### src/rtl/ahb_cfg_default_subordinate.sv
// AHB-Lite default subordinate for unmapped address space.
// MODE 0 answers every accepted transfer with the two-cycle ERROR response.
// MODE 1 answers read-as-zero / write-ignored with OKAY.
// Both modes can insert WAIT_STATES cycles before the response.
// Errored transfers are counted, saturating, and the address and direction of
// the most recent one are kept for a debug sideband.
//
// Handshake: a transfer is accepted on a rising edge when HSEL, HREADY and
// HTRANS[1] are all high. HTRANS[1] marks NONSEQ/SEQ. Acceptance only happens
// while this block drives HREADYOUT=1, which is in IDLE and ERR2. A data phase
// completes on the first edge where HREADYOUT=1, and HRESP is valid in that
// cycle.
module ahb_cfg_default_subordinate #(
   parameter int ADDR_WIDTH  = 32,
   parameter int DATA_WIDTH  = 32,
   parameter int WAIT_STATES = 0,
   parameter int MODE        = 0,
   parameter int CNT_WIDTH   = 16
) (
   input  logic                  HCLK,
   input  logic                  HRESET,
   input  logic                  HSEL,
   input  logic [ADDR_WIDTH-1:0] HADDR,
   input  logic [1:0]            HTRANS,
   input  logic                  HWRITE,
   input  logic [2:0]            HSIZE,
   input  logic [2:0]            HBURST,
   input  logic [DATA_WIDTH-1:0] HWDATA,
   input  logic                  HREADY,
   input  logic                  clr_err,
   output logic [DATA_WIDTH-1:0] HRDATA,
   output logic [1:0]            HRESP,
   output logic                  HREADYOUT,
   output logic [CNT_WIDTH-1:0]  err_count,
   output logic [ADDR_WIDTH-1:0] err_addr,
   output logic                  err_write,
   output logic [1:0]            o_dbg_state
);

   typedef enum logic [1:0] {
      ST_IDLE = 2'd0,
      ST_WAIT = 2'd1,
      ST_ERR1 = 2'd2,
      ST_ERR2 = 2'd3
   } state_t;

   localparam logic [1:0] RESP_OKAY  = 2'b00;
   localparam logic [1:0] RESP_ERROR = 2'b01;
   localparam bit         IS_ERR_MODE = (MODE == 0);
   localparam bit         NO_WAIT     = (WAIT_STATES == 0);
   // The counter holds the number of WAIT cycles still to come after the current one.
   localparam logic [3:0] WS_LOAD = 4'((WAIT_STATES > 0) ? (WAIT_STATES - 1) : 0);

   state_t                r_state;
   logic [3:0]            r_wait_cnt;
   logic                  r_hreadyout;
   logic [1:0]            r_hresp;
   logic [ADDR_WIDTH-1:0] r_cap_addr;
   logic                  r_cap_write;
   logic [CNT_WIDTH-1:0]  r_err_count;
   logic [ADDR_WIDTH-1:0] r_err_addr;
   logic                  r_err_write;

   logic                  w_accept;
   logic                  w_err_entry;
   logic [ADDR_WIDTH-1:0] w_err_addr;
   logic                  w_err_write;
   logic [CNT_WIDTH-1:0]  w_cnt_base;
   logic [CNT_WIDTH-1:0]  w_cnt_next;
   logic                  w_unused;

   // Transfer size, burst type and write data do not affect the response.
   assign w_unused = ^{HSIZE, HBURST, HWDATA, HTRANS[0]};

   assign w_accept = HSEL & HREADY & HTRANS[1];

   // Detect the edge that enters ERR1 and pick the address-phase values to log.
   // A zero-wait error uses the live address phase, because it is captured on this same edge.
   always_comb begin
      w_err_entry = 1'b0;
      w_err_addr  = r_cap_addr;
      w_err_write = r_cap_write;
      case (r_state)
         ST_IDLE, ST_ERR2: begin
            if (w_accept && NO_WAIT && IS_ERR_MODE) begin
               w_err_entry = 1'b1;
               w_err_addr  = HADDR;
               w_err_write = HWRITE;
            end
         end
         ST_WAIT: begin
            if ((r_wait_cnt == 4'd0) && IS_ERR_MODE) begin
               w_err_entry = 1'b1;
            end
         end
         default: begin
         end
      endcase
   end

   // Saturating increment. A simultaneous clear takes effect first, so the count restarts at 1.
   always_comb begin
      w_cnt_base = clr_err ? '0 : r_err_count;
      w_cnt_next = (&w_cnt_base) ? w_cnt_base : (w_cnt_base + CNT_WIDTH'(1));
   end

   // Response FSM. HREADYOUT and HRESP are registered alongside the next state.
   always_ff @(posedge HCLK or posedge HRESET) begin
      if (HRESET) begin
         r_state     <= ST_IDLE;
         r_wait_cnt  <= 4'd0;
         r_hreadyout <= 1'b1;
         r_hresp     <= RESP_OKAY;
         r_cap_addr  <= '0;
         r_cap_write <= 1'b0;
      end else begin
         case (r_state)
            ST_IDLE, ST_ERR2: begin
               if (w_accept) begin
                  r_cap_addr  <= HADDR;
                  r_cap_write <= HWRITE;
                  if (!NO_WAIT) begin
                     r_state     <= ST_WAIT;
                     r_wait_cnt  <= WS_LOAD;
                     r_hreadyout <= 1'b0;
                     r_hresp     <= RESP_OKAY;
                  end else if (IS_ERR_MODE) begin
                     r_state     <= ST_ERR1;
                     r_hreadyout <= 1'b0;
                     r_hresp     <= RESP_ERROR;
                  end else begin
                     r_state     <= ST_IDLE;
                     r_hreadyout <= 1'b1;
                     r_hresp     <= RESP_OKAY;
                  end
               end else begin
                  r_state     <= ST_IDLE;
                  r_hreadyout <= 1'b1;
                  r_hresp     <= RESP_OKAY;
               end
            end
            ST_WAIT: begin
               if (r_wait_cnt == 4'd0) begin
                  if (IS_ERR_MODE) begin
                     r_state     <= ST_ERR1;
                     r_hreadyout <= 1'b0;
                     r_hresp     <= RESP_ERROR;
                  end else begin
                     r_state     <= ST_IDLE;
                     r_hreadyout <= 1'b1;
                     r_hresp     <= RESP_OKAY;
                  end
               end else begin
                  r_wait_cnt <= r_wait_cnt - 4'd1;
               end
            end
            ST_ERR1: begin
               r_state     <= ST_ERR2;
               r_hreadyout <= 1'b1;
               r_hresp     <= RESP_ERROR;
            end
            default: begin
               r_state     <= ST_IDLE;
               r_hreadyout <= 1'b1;
               r_hresp     <= RESP_OKAY;
            end
         endcase
      end
   end

   // Error capture. It updates on entry to ERR1; otherwise clr_err wipes the log.
   always_ff @(posedge HCLK or posedge HRESET) begin
      if (HRESET) begin
         r_err_count <= '0;
         r_err_addr  <= '0;
         r_err_write <= 1'b0;
      end else if (w_err_entry) begin
         r_err_count <= w_cnt_next;
         r_err_addr  <= w_err_addr;
         r_err_write <= w_err_write;
      end else if (clr_err) begin
         r_err_count <= '0;
         r_err_addr  <= '0;
         r_err_write <= 1'b0;
      end
   end

   assign HRDATA      = '0;
   assign HRESP       = r_hresp;
   assign HREADYOUT   = r_hreadyout;
   assign err_count   = r_err_count;
   assign err_addr    = r_err_addr;
   assign err_write   = r_err_write;
   assign o_dbg_state = r_state;

endmodule

### config.mk
export PLATFORM = sky130hd
export DESIGN_NAME = ahb_cfg_default_subordinate
export DESIGN_NICKNAME = d
export VERILOG_FILES = /design/src/rtl/ahb_cfg_default_subordinate.sv
export SDC_FILE = /design/constraint.sdc
export NUM_CORES = 1
export LEC_CHECK = 0
export BUFFER_PORTS_ARGS = -buffer_cell sky130_fd_sc_hd__buf_2
export CAP_MARGIN = 40
export CORE_ASPECT_RATIO = 2
export CORE_UTILIZATION = 53
export DETAILED_ROUTE_END_ITERATION = 16
export PLACE_DENSITY = 0.86
export SYNTH_ARGS = -nofsm -noshare
export SYNTH_HDL_FRONTEND = slang
export SYNTH_SLANG_ARGS = --single-unit
### constraint.sdc
create_clock -name HCLK -period 6.32 [get_ports HCLK]
set_input_delay 0.948 -clock HCLK [delete_from_list [all_inputs] [get_ports HCLK]]
set_output_delay 0.948 -clock HCLK [all_outputs]
set_load 0.05 [all_outputs]
==> summary.json, run 1 <==
{
  "clock.fmax": {"value": 0.327, "unit": "GHz"},
  "number_of_antenna_violating_nets_in_the_routed_design": {"value": 0},
  "synth_async_sr_flop_share": {"value": 1.00},
  "num_rows": {"value": 46},
  "finalSetupTns": {"value": 0, "unit": "ns"},
  "worstReg2RegStart": {"value": "HRESP[0]"},
  "cts_num_sinks": {"value": 89},
  "routed_wire_length_per_instance": {"value": 15.4, "unit": "µm"},
  "tightest_pin_transition": {"value": 0.936, "unit": "ns"},
  "finalCoreUtilization": {"value": 0.634},
  "synth-edff-count": {"value": 0},
  "via_per_inst": {"value": 5.37},
  "skew": {"value": 0.00829, "unit": "ns"},
  "register_bit_count_reported_by_yosys": {"value": 89},
  "worst-endpoint-required": {"value": 6.55, "unit": "ns"},
  "antenna_cells": {"value": 0},
  "final.period_utilization": {"value": 0.484},
  "mappedNetlistArea": {"value": 4270, "unit": "µm²"},
  "fin_crit": {"value": 3.06, "unit": "ns"},
  "fin_worst_hold_slack": {"value": 0.490, "unit": "ns"},
  "grt_antenna_before_repair": {"value": 0},
  "synth_cell_types": {"value": 43},
  "critPathLaunch": {"value": "HRESP[0]"},
  "cts-hold-fix-buffers": {"value": 0},
  "synth_cells": {"value": 392},
  "number_of_cells_upsized_or_downsized_after_cts": {"value": 0},
  "floorplan.core_area": {"value": 7890, "unit": "µm²"},
  "detailed_routing_iterations_pass_1": {"value": 4},
  "cts-buffers-inserted": {"value": 9},
  "cellPowerDensity": {"value": 479, "unit": "nW/µm²"},
  "maxCapViolations": {"value": 0},
  "dieWidth": {"value": 65.5, "unit": "µm"},
  "global_route.usage.total": {"value": 0.224},
  "clock_buffer_depth": {"value": 2},
  "synthToLayoutAreaGrowth": {"value": 17.0, "unit": "%"},
  "first_drt_iteration_drcs": {"value": 131},
  "final_net_count": {"value": 561},
  "endpoint_kind": {"value": "register"},
  "drc_errors": {"value": 0},
  "reg2reg_slack": {"value": 3.26, "unit": "ns"},
  "tritoncts": {"value": "yes"},
  "start_kind": {"value": "register"},
  "power.leakage": {"value": 2.59, "unit": "nW"},
  "max_slew_margin": {"value": 0.376},
  "filler_cell_count": {"value": 613},
  "postCtsSetupBuffers": {"value": 0},
  "setup_violations": {"value": 0},
  "insertion_delay": {"value": 0.34, "unit": "ns"},
  "outcome": {"value": "completed"},
  "seq_area": {"value": 2230, "unit": "µm²"},
  "main_flop_type_after_synthesis": {"value": "dfrtp_1"},
  "synth.yosys.warnings": {"value": 0},
  "ys_seq_area_frac": {"value": 0.521},
  "pin_count": {"value": 164},
  "initial_core_util": {"value": 0.542},
  "place.detailed.instances": {"value": 563},
  "slew_violations": {"value": 0},
  "gpl_congestion": {"value": 0.826},
  "final-hold-violation-count": {"value": 0},
  "synth_area_per_cell": {"value": 10.9, "unit": "µm²"},
  "ws_path_type": {"value": "reg -> reg"},
  "crit_arrival": {"value": 3.28, "unit": "ns"},
  "die_h": {"value": 129, "unit": "µm"},
  "hold_path.startpoint": {"value": "HREADYOUT"},
  "layout_commonest_cell": {"value": "buf_2"},
  "timing.rr.end": {"value": "err_count[9]"},
  "via_count": {"value": 3110},
  "grt_first_pass_wirelength": {"value": 14200, "unit": "µm"},
  "dieArea": {"value": 8450, "unit": "µm²"},
  "grt_max_degree": {"value": 61},
  "drive_above_1_share": {"value": 0.337},
  "first_global_vias": {"value": 3033},
  "vdd_drop_max": {"value": 316, "unit": "µV"},
  "timing.critical_path.fanout_max": {"value": 28},
  "clk_pin_slew": {"value": 0.06, "unit": "ns"},
  "holdPathStages": {"value": 2},
  "setup_repair_after_global_routing_missed_its_margin": {"value": "false"},
  "finish.cell_count_without_fillers": {"value": 579},
  "grt.overflow.total": {"value": 0},
  "dp.final_hpwl": {"value": 6120, "unit": "µm"},
  "commonest_cells_after_routing_fill_and_taps_aside": {"value": "91 x buf_2, 88 x dfrtp_1, 76 x nand2_1, 39 x mux2_2"},
  "multi_input_comb_area": {"value": 1800, "unit": "µm²"},
  "worst_hold_path.endpoint": {"value": "HREADYOUT"},
  "r2r.worst_path.cells": {"value": 7},
  "port_buffers": {"value": 91},
  "cts_max_level": {"value": 3},
  "root_buffer": {"value": "clkbuf_16"},
  "totalWireLength": {"value": 8890, "unit": "µm"},
  "hold_path.class": {"value": "reg -> reg"},
  "power.total": {"value": 0.00240, "unit": "W"}
}
-- metal layers --
metal  track usage  up-vias  wire length, µm
li1              -     1432                -
met1         0.249     1537             3430
met2         0.381      118             4780
met3        0.0559       23              387
met4         0.124        0              292
met5             0        -                0
-- area by class of cell --
type,count,share of cell area
inverters,8,0.00625
multi-input cells,273,0.360
flip-flops and latches,89,0.446
repair buffers,97,0.103
clock inverters,5,0.0128
clock buffers,11,0.0485
well taps,96,0.0240
-- synth_stat cells (2+ instances only) --
master     number  area [µm²]
xnor2_1         7        61.3
a2111oi_2       2        30.0
dfrtp_1        88        2200
nor3_1          2        10.0
nor2b_1         9        56.3
xor2_1          2        17.5
nor2_1          8        30.0
nand2_1        76         285
inv_1           8        30.0
buf_2           9        45.0
nand2b_1        9        56.3
a211oi_1        5        37.5
mux2_2         39         439
nand4_1         4        25.0
clkbuf_1       11        41.3
buf_4          34         255
nor4_1          8        50.1
ha_1            5        62.6
nand3b_1       33         248
o21ai_0         4        20.0
nand3_1         4        20.0
a21oi_1         3        15.0
nand4_2         2        25.0
-- registers in the layout, summed over array words and instances, names as in the netlist --
register	flops
err_addr	32
HRESP	1
o_dbg_state	1
err_count	16
HREADYOUT	1
r_wait_cnt	4
r_cap_addr	32
r_cap_write	1
err_write	1
-- per-stage QoR --
step,area (µm²),setup WS (ns)
CTS,5000,3.28
global route,5000,3.00
global placement,4660,2.54
finish,5000,3.26
floorplan,4390,3.07
detailed placement,4690,2.99
-- worst max path at each step --
stage	end	slack [ns]
final	err_count[9]	3.26
after global routing	err_count[11]	3.00
after CTS	err_count[9]	3.28
after detailed placement	err_count[6]	2.99
after global placement	err_addr[31]	2.54
after floorplan	HRESP[0]	3.07
-- critical path: stages (launching register included) --
cell	delay, ns
dfrtp_1	0.41
inv_1	0.06
ha_1	0.31
nand4_1	0.48
a21o_1	0.59
buf_4	0.37
nor4_1	0.34
mux2_2	0.37
-- cell families (layout without fill, tap and decap cells) --
logic type,Yosys count,after routing,share of synthesized area
AND/OR/NAND/NOR,164,164,0.213
adder cells (fa/ha/maj),5,5,0.0146
flip-flops,89,89,0.521
multiplexers,40,40,0.105
other,1,33,0.000877
AO/OA/AOI/OAI,22,22,0.0398
buffers and inverters,62,121,0.0869
XOR/XNOR,9,9,0.0184
-- power breakdown --
group / total (W) / switching [W] / internal (W) / leakage [nW]
Combinational: 0.000987 / 0.000727 / 0.000260 / 1.28
Clock: 0.000543 / 0.000223 / 0.000320 / 0.146
Sequential: 0.000867 / 0.0000856 / 0.000782 / 1.16
Total: 0.00240 / 0.00104 / 0.00136 / 2.59
Power figures use the tool's default switching activity.
==> run 2, diff against run 1 <==
--- a/config.mk
+++ b/config.mk
@@ -5,12 +5,13 @@
 export SDC_FILE = /design/constraint.sdc
 export NUM_CORES = 1
 export LEC_CHECK = 0
+export ABC_AREA = 1
 export BUFFER_PORTS_ARGS = -buffer_cell sky130_fd_sc_hd__buf_2
 export CAP_MARGIN = 40
 export CORE_ASPECT_RATIO = 2
-export CORE_UTILIZATION = 53
+export CORE_UTILIZATION = 50
 export DETAILED_ROUTE_END_ITERATION = 16
-export PLACE_DENSITY = 0.86
+export PLACE_DENSITY = 0.81
 export SYNTH_ARGS = -nofsm -noshare
 export SYNTH_HDL_FRONTEND = slang
 export SYNTH_SLANG_ARGS = --single-unit
==> constraint.sdc (replaced) <==
create_clock -name HCLK -period 3.2 [get_ports HCLK]
set_input_delay 0.48 -clock HCLK [delete_from_list [all_inputs] [get_ports HCLK]]
set_output_delay 0.48 -clock HCLK [all_outputs]
set_load 0.05 [all_outputs]
==> summary.json, run 2 <==
{
  "clock.fmax": {"value": 0.476, "unit": "GHz"},
  "worstReg2RegStart": {"value": "r_wait_cnt[0]"},
  "number_of_cells_upsized_or_downsized_after_cts": {"value": 0},
  "port_buffers": {"value": 91},
  "root_buffer": {"value": "clkbuf_16"},
  "finalCoreUtilization": {"value": 0.594},
  "postCtsSetupBuffers": {"value": 0},
  "grt_first_pass_wirelength": {"value": 16900, "unit": "µm"},
  "fin_crit": {"value": 2.10, "unit": "ns"},
  "commonest_cells_after_routing_fill_and_taps_aside": {"value": "234 x nand2_1, 91 x buf_2, 88 x dfrtp_1, 53 x nand3_1, 33 x conb_1"},
  "drc_errors": {"value": 0},
  "routed_wire_length_per_instance": {"value": 13.3, "unit": "µm"},
  "crit_arrival": {"value": 2.37, "unit": "ns"},
  "final.period_utilization": {"value": 0.656},
  "synth.largest_area_cell": {"value": "dfrtp_1"},
  "grt_antenna_before_repair": {"value": 0},
  "cts-buffers-inserted": {"value": 9},
  "insertion_delay": {"value": 0.33, "unit": "ns"},
  "pin_count": {"value": 164},
  "initial_core_util": {"value": 0.517},
  "finish.cell_count_without_fillers": {"value": 744},
  "power.leakage": {"value": 2.94, "unit": "nW"},
  "reg2reg_slack": {"value": 1.10, "unit": "ns"},
  "worst-endpoint-required": {"value": 3.47, "unit": "ns"},
  "synth_area_leaders": {"value": "dfrtp_1 49%, nand2_1 20%, buf_4 6.0%, nand3_1 5.9%, inv_1 2.7%"},
  "synth.yosys.warnings": {"value": 0},
  "ys_seq_area_frac": {"value": 0.499},
  "timing.rr.end": {"value": "err_addr[14]"},
  "main_flop_type_after_synthesis": {"value": "dfrtp_1"},
  "gpl_congestion": {"value": 0.853},
  "fin_worst_hold_slack": {"value": 0.230, "unit": "ns"},
  "global_route.usage.total": {"value": 0.241},
  "synth_cell_types": {"value": 31},
  "grt.overflow.total": {"value": 0},
  "via_per_inst": {"value": 5.04},
  "endpoint_kind": {"value": "register"},
  "skew": {"value": 0.00578, "unit": "ns"},
  "max_slew_margin": {"value": 0.648},
  "outcome": {"value": "completed"},
  "synthDominantCellAreaShare": {"value": 0.493},
  "first_global_vias": {"value": 3689},
  "via_count": {"value": 3749},
  "floorplan.core_area": {"value": 8650, "unit": "µm²"},
  "synthToLayoutAreaGrowth": {"value": 15.0, "unit": "%"},
  "tritoncts": {"value": "yes"},
  "register_bit_count_reported_by_yosys": {"value": 89},
  "hold_path.class": {"value": "in -> async"},
  "antenna_cells": {"value": 0},
  "number_of_antenna_violating_nets_in_the_routed_design": {"value": 0},
  "cts_max_level": {"value": 3},
  "synth.most_common_cell": {"value": "nand2_1"},
  "start_kind": {"value": "register"},
  "die_h": {"value": 136, "unit": "µm"},
  "dieWidth": {"value": 68.8, "unit": "µm"},
  "mappedNetlistArea": {"value": 4470, "unit": "µm²"},
  "place.detailed.instances": {"value": 728},
  "synth_async_sr_flop_share": {"value": 1.00},
  "maxCapViolations": {"value": 0},
  "r2r.worst_path.cells": {"value": 7},
  "synth_cells": {"value": 553},
  "critPathLaunch": {"value": "r_wait_cnt[0]"},
  "clock_buffer_depth": {"value": 2},
  "synth_area_per_cell": {"value": 8.08, "unit": "µm²"},
  "cts-hold-fix-buffers": {"value": 0},
  "clk_pin_slew": {"value": 0.06, "unit": "ns"},
  "synth-edff-count": {"value": 0},
  "cellPowerDensity": {"value": 776, "unit": "nW/µm²"},
  "cts_num_sinks": {"value": 89},
  "drive_above_1_share": {"value": 0.224},
  "totalWireLength": {"value": 9880, "unit": "µm"},
  "ys_top_cells_by_count": {"value": "234 x nand2_1, 88 x dfrtp_1, 53 x nand3_1"},
  "tightest_pin_transition": {"value": 0.527, "unit": "ns"},
  "dieArea": {"value": 9340, "unit": "µm²"},
  "setup_repair_after_global_routing_missed_its_margin": {"value": "false"},
  "final-hold-violation-count": {"value": 0},
  "dp.final_hpwl": {"value": 7020, "unit": "µm"},
  "timing.critical_path.fanout_max": {"value": 24},
  "first_drt_iteration_drcs": {"value": 282},
  "filler_cell_count": {"value": 794},
  "slew_violations": {"value": 0},
  "detailed_routing_iterations_pass_1": {"value": 5},
  "vdd_drop_max": {"value": 428, "unit": "µV"},
  "final_net_count": {"value": 722},
  "grt_max_degree": {"value": 90},
  "num_rows": {"value": 48},
  "layout_commonest_cell": {"value": "nand2_1"},
  "setup_violations": {"value": 0},
  "finalSetupTns": {"value": 0, "unit": "ns"},
  "ws_path_type": {"value": "reg -> reg"}
}
-- run 2: kinds of logic after synthesis --
group                    after synthesis  synth area share
other                                  1          0.000839
adder cells (fa/ha/maj)                5            0.0140
XOR/XNOR                               7            0.0137
AO/OA/AOI/OAI                         18            0.0238
AND/OR/NAND/NOR                      339             0.328
flip-flops                            89             0.499
buffers and inverters                 94             0.121
-- run 2: critical path, stage by stage, from the launching register on --
cell and delay, ns:
dfrtp_1 0.38, inv_1 0.12, ha_1 0.20, nand4_1 0.23, a21oi_4 0.53, buf_4 0.38
nand2_1 0.10, nand2_1 0.09
-- run 2: worst max path at each step --
stage / endpoint
4_1_cts: err_addr[14]
3_3_place_gp: err_count[8]
2_1_floorplan: HRESP[0]
5_1_grt: err_addr[3]
6_report: err_addr[14]
3_5_place_dp: err_count[12]
-- run 2: power by group --
part / internal (W) / switching, W
clock: 0.000608 / 0.000423
combinational: 0.000321 / 0.00104
sequential: 0.00145 / 0.000136
-- run 2: final cells by class --
type | count | area [µm²] | area share
clock buffers | 12 | 236 | 0.0460
clock inverters | 4 | 53.8 | 0.0105
inverters | 38 | 144 | 0.0280
multi-input cells | 402 | 1820 | 0.354
flip-flops and latches | 89 | 2230 | 0.434
well taps | 100 | 125 | 0.0244
repair buffers | 99 | 528 | 0.103
-- run 2: stage by stage --
| stage | instance area [µm²] | power, W | setup WS, ns |
|---|---|---|---|
| 3_5_place_dp | 4850 | 0.00298 | 0.875 |
| 5_1_grt | 5140 | 0.00423 | 0.870 |
| 6_report | 5140 | 0.00398 | 1.10 |
| 3_3_place_gp | 4850 | 0.00292 | 0.967 |
| 2_1_floorplan | 4590 | 0.00270 | 0.415 |
| 4_1_cts | 5140 | 0.00401 | 1.09 |
-- run 2: metal layers --
layer | track usage | share of wire | up-vias
met5 | 0 | 0 | -
met4 | 0.125 | 0.036 | 0
met3 | 0.0362 | 0.040 | 30
met2 | 0.398 | 0.54 | 129
met1 | 0.292 | 0.39 | 1767
li1 | - | - | 1823
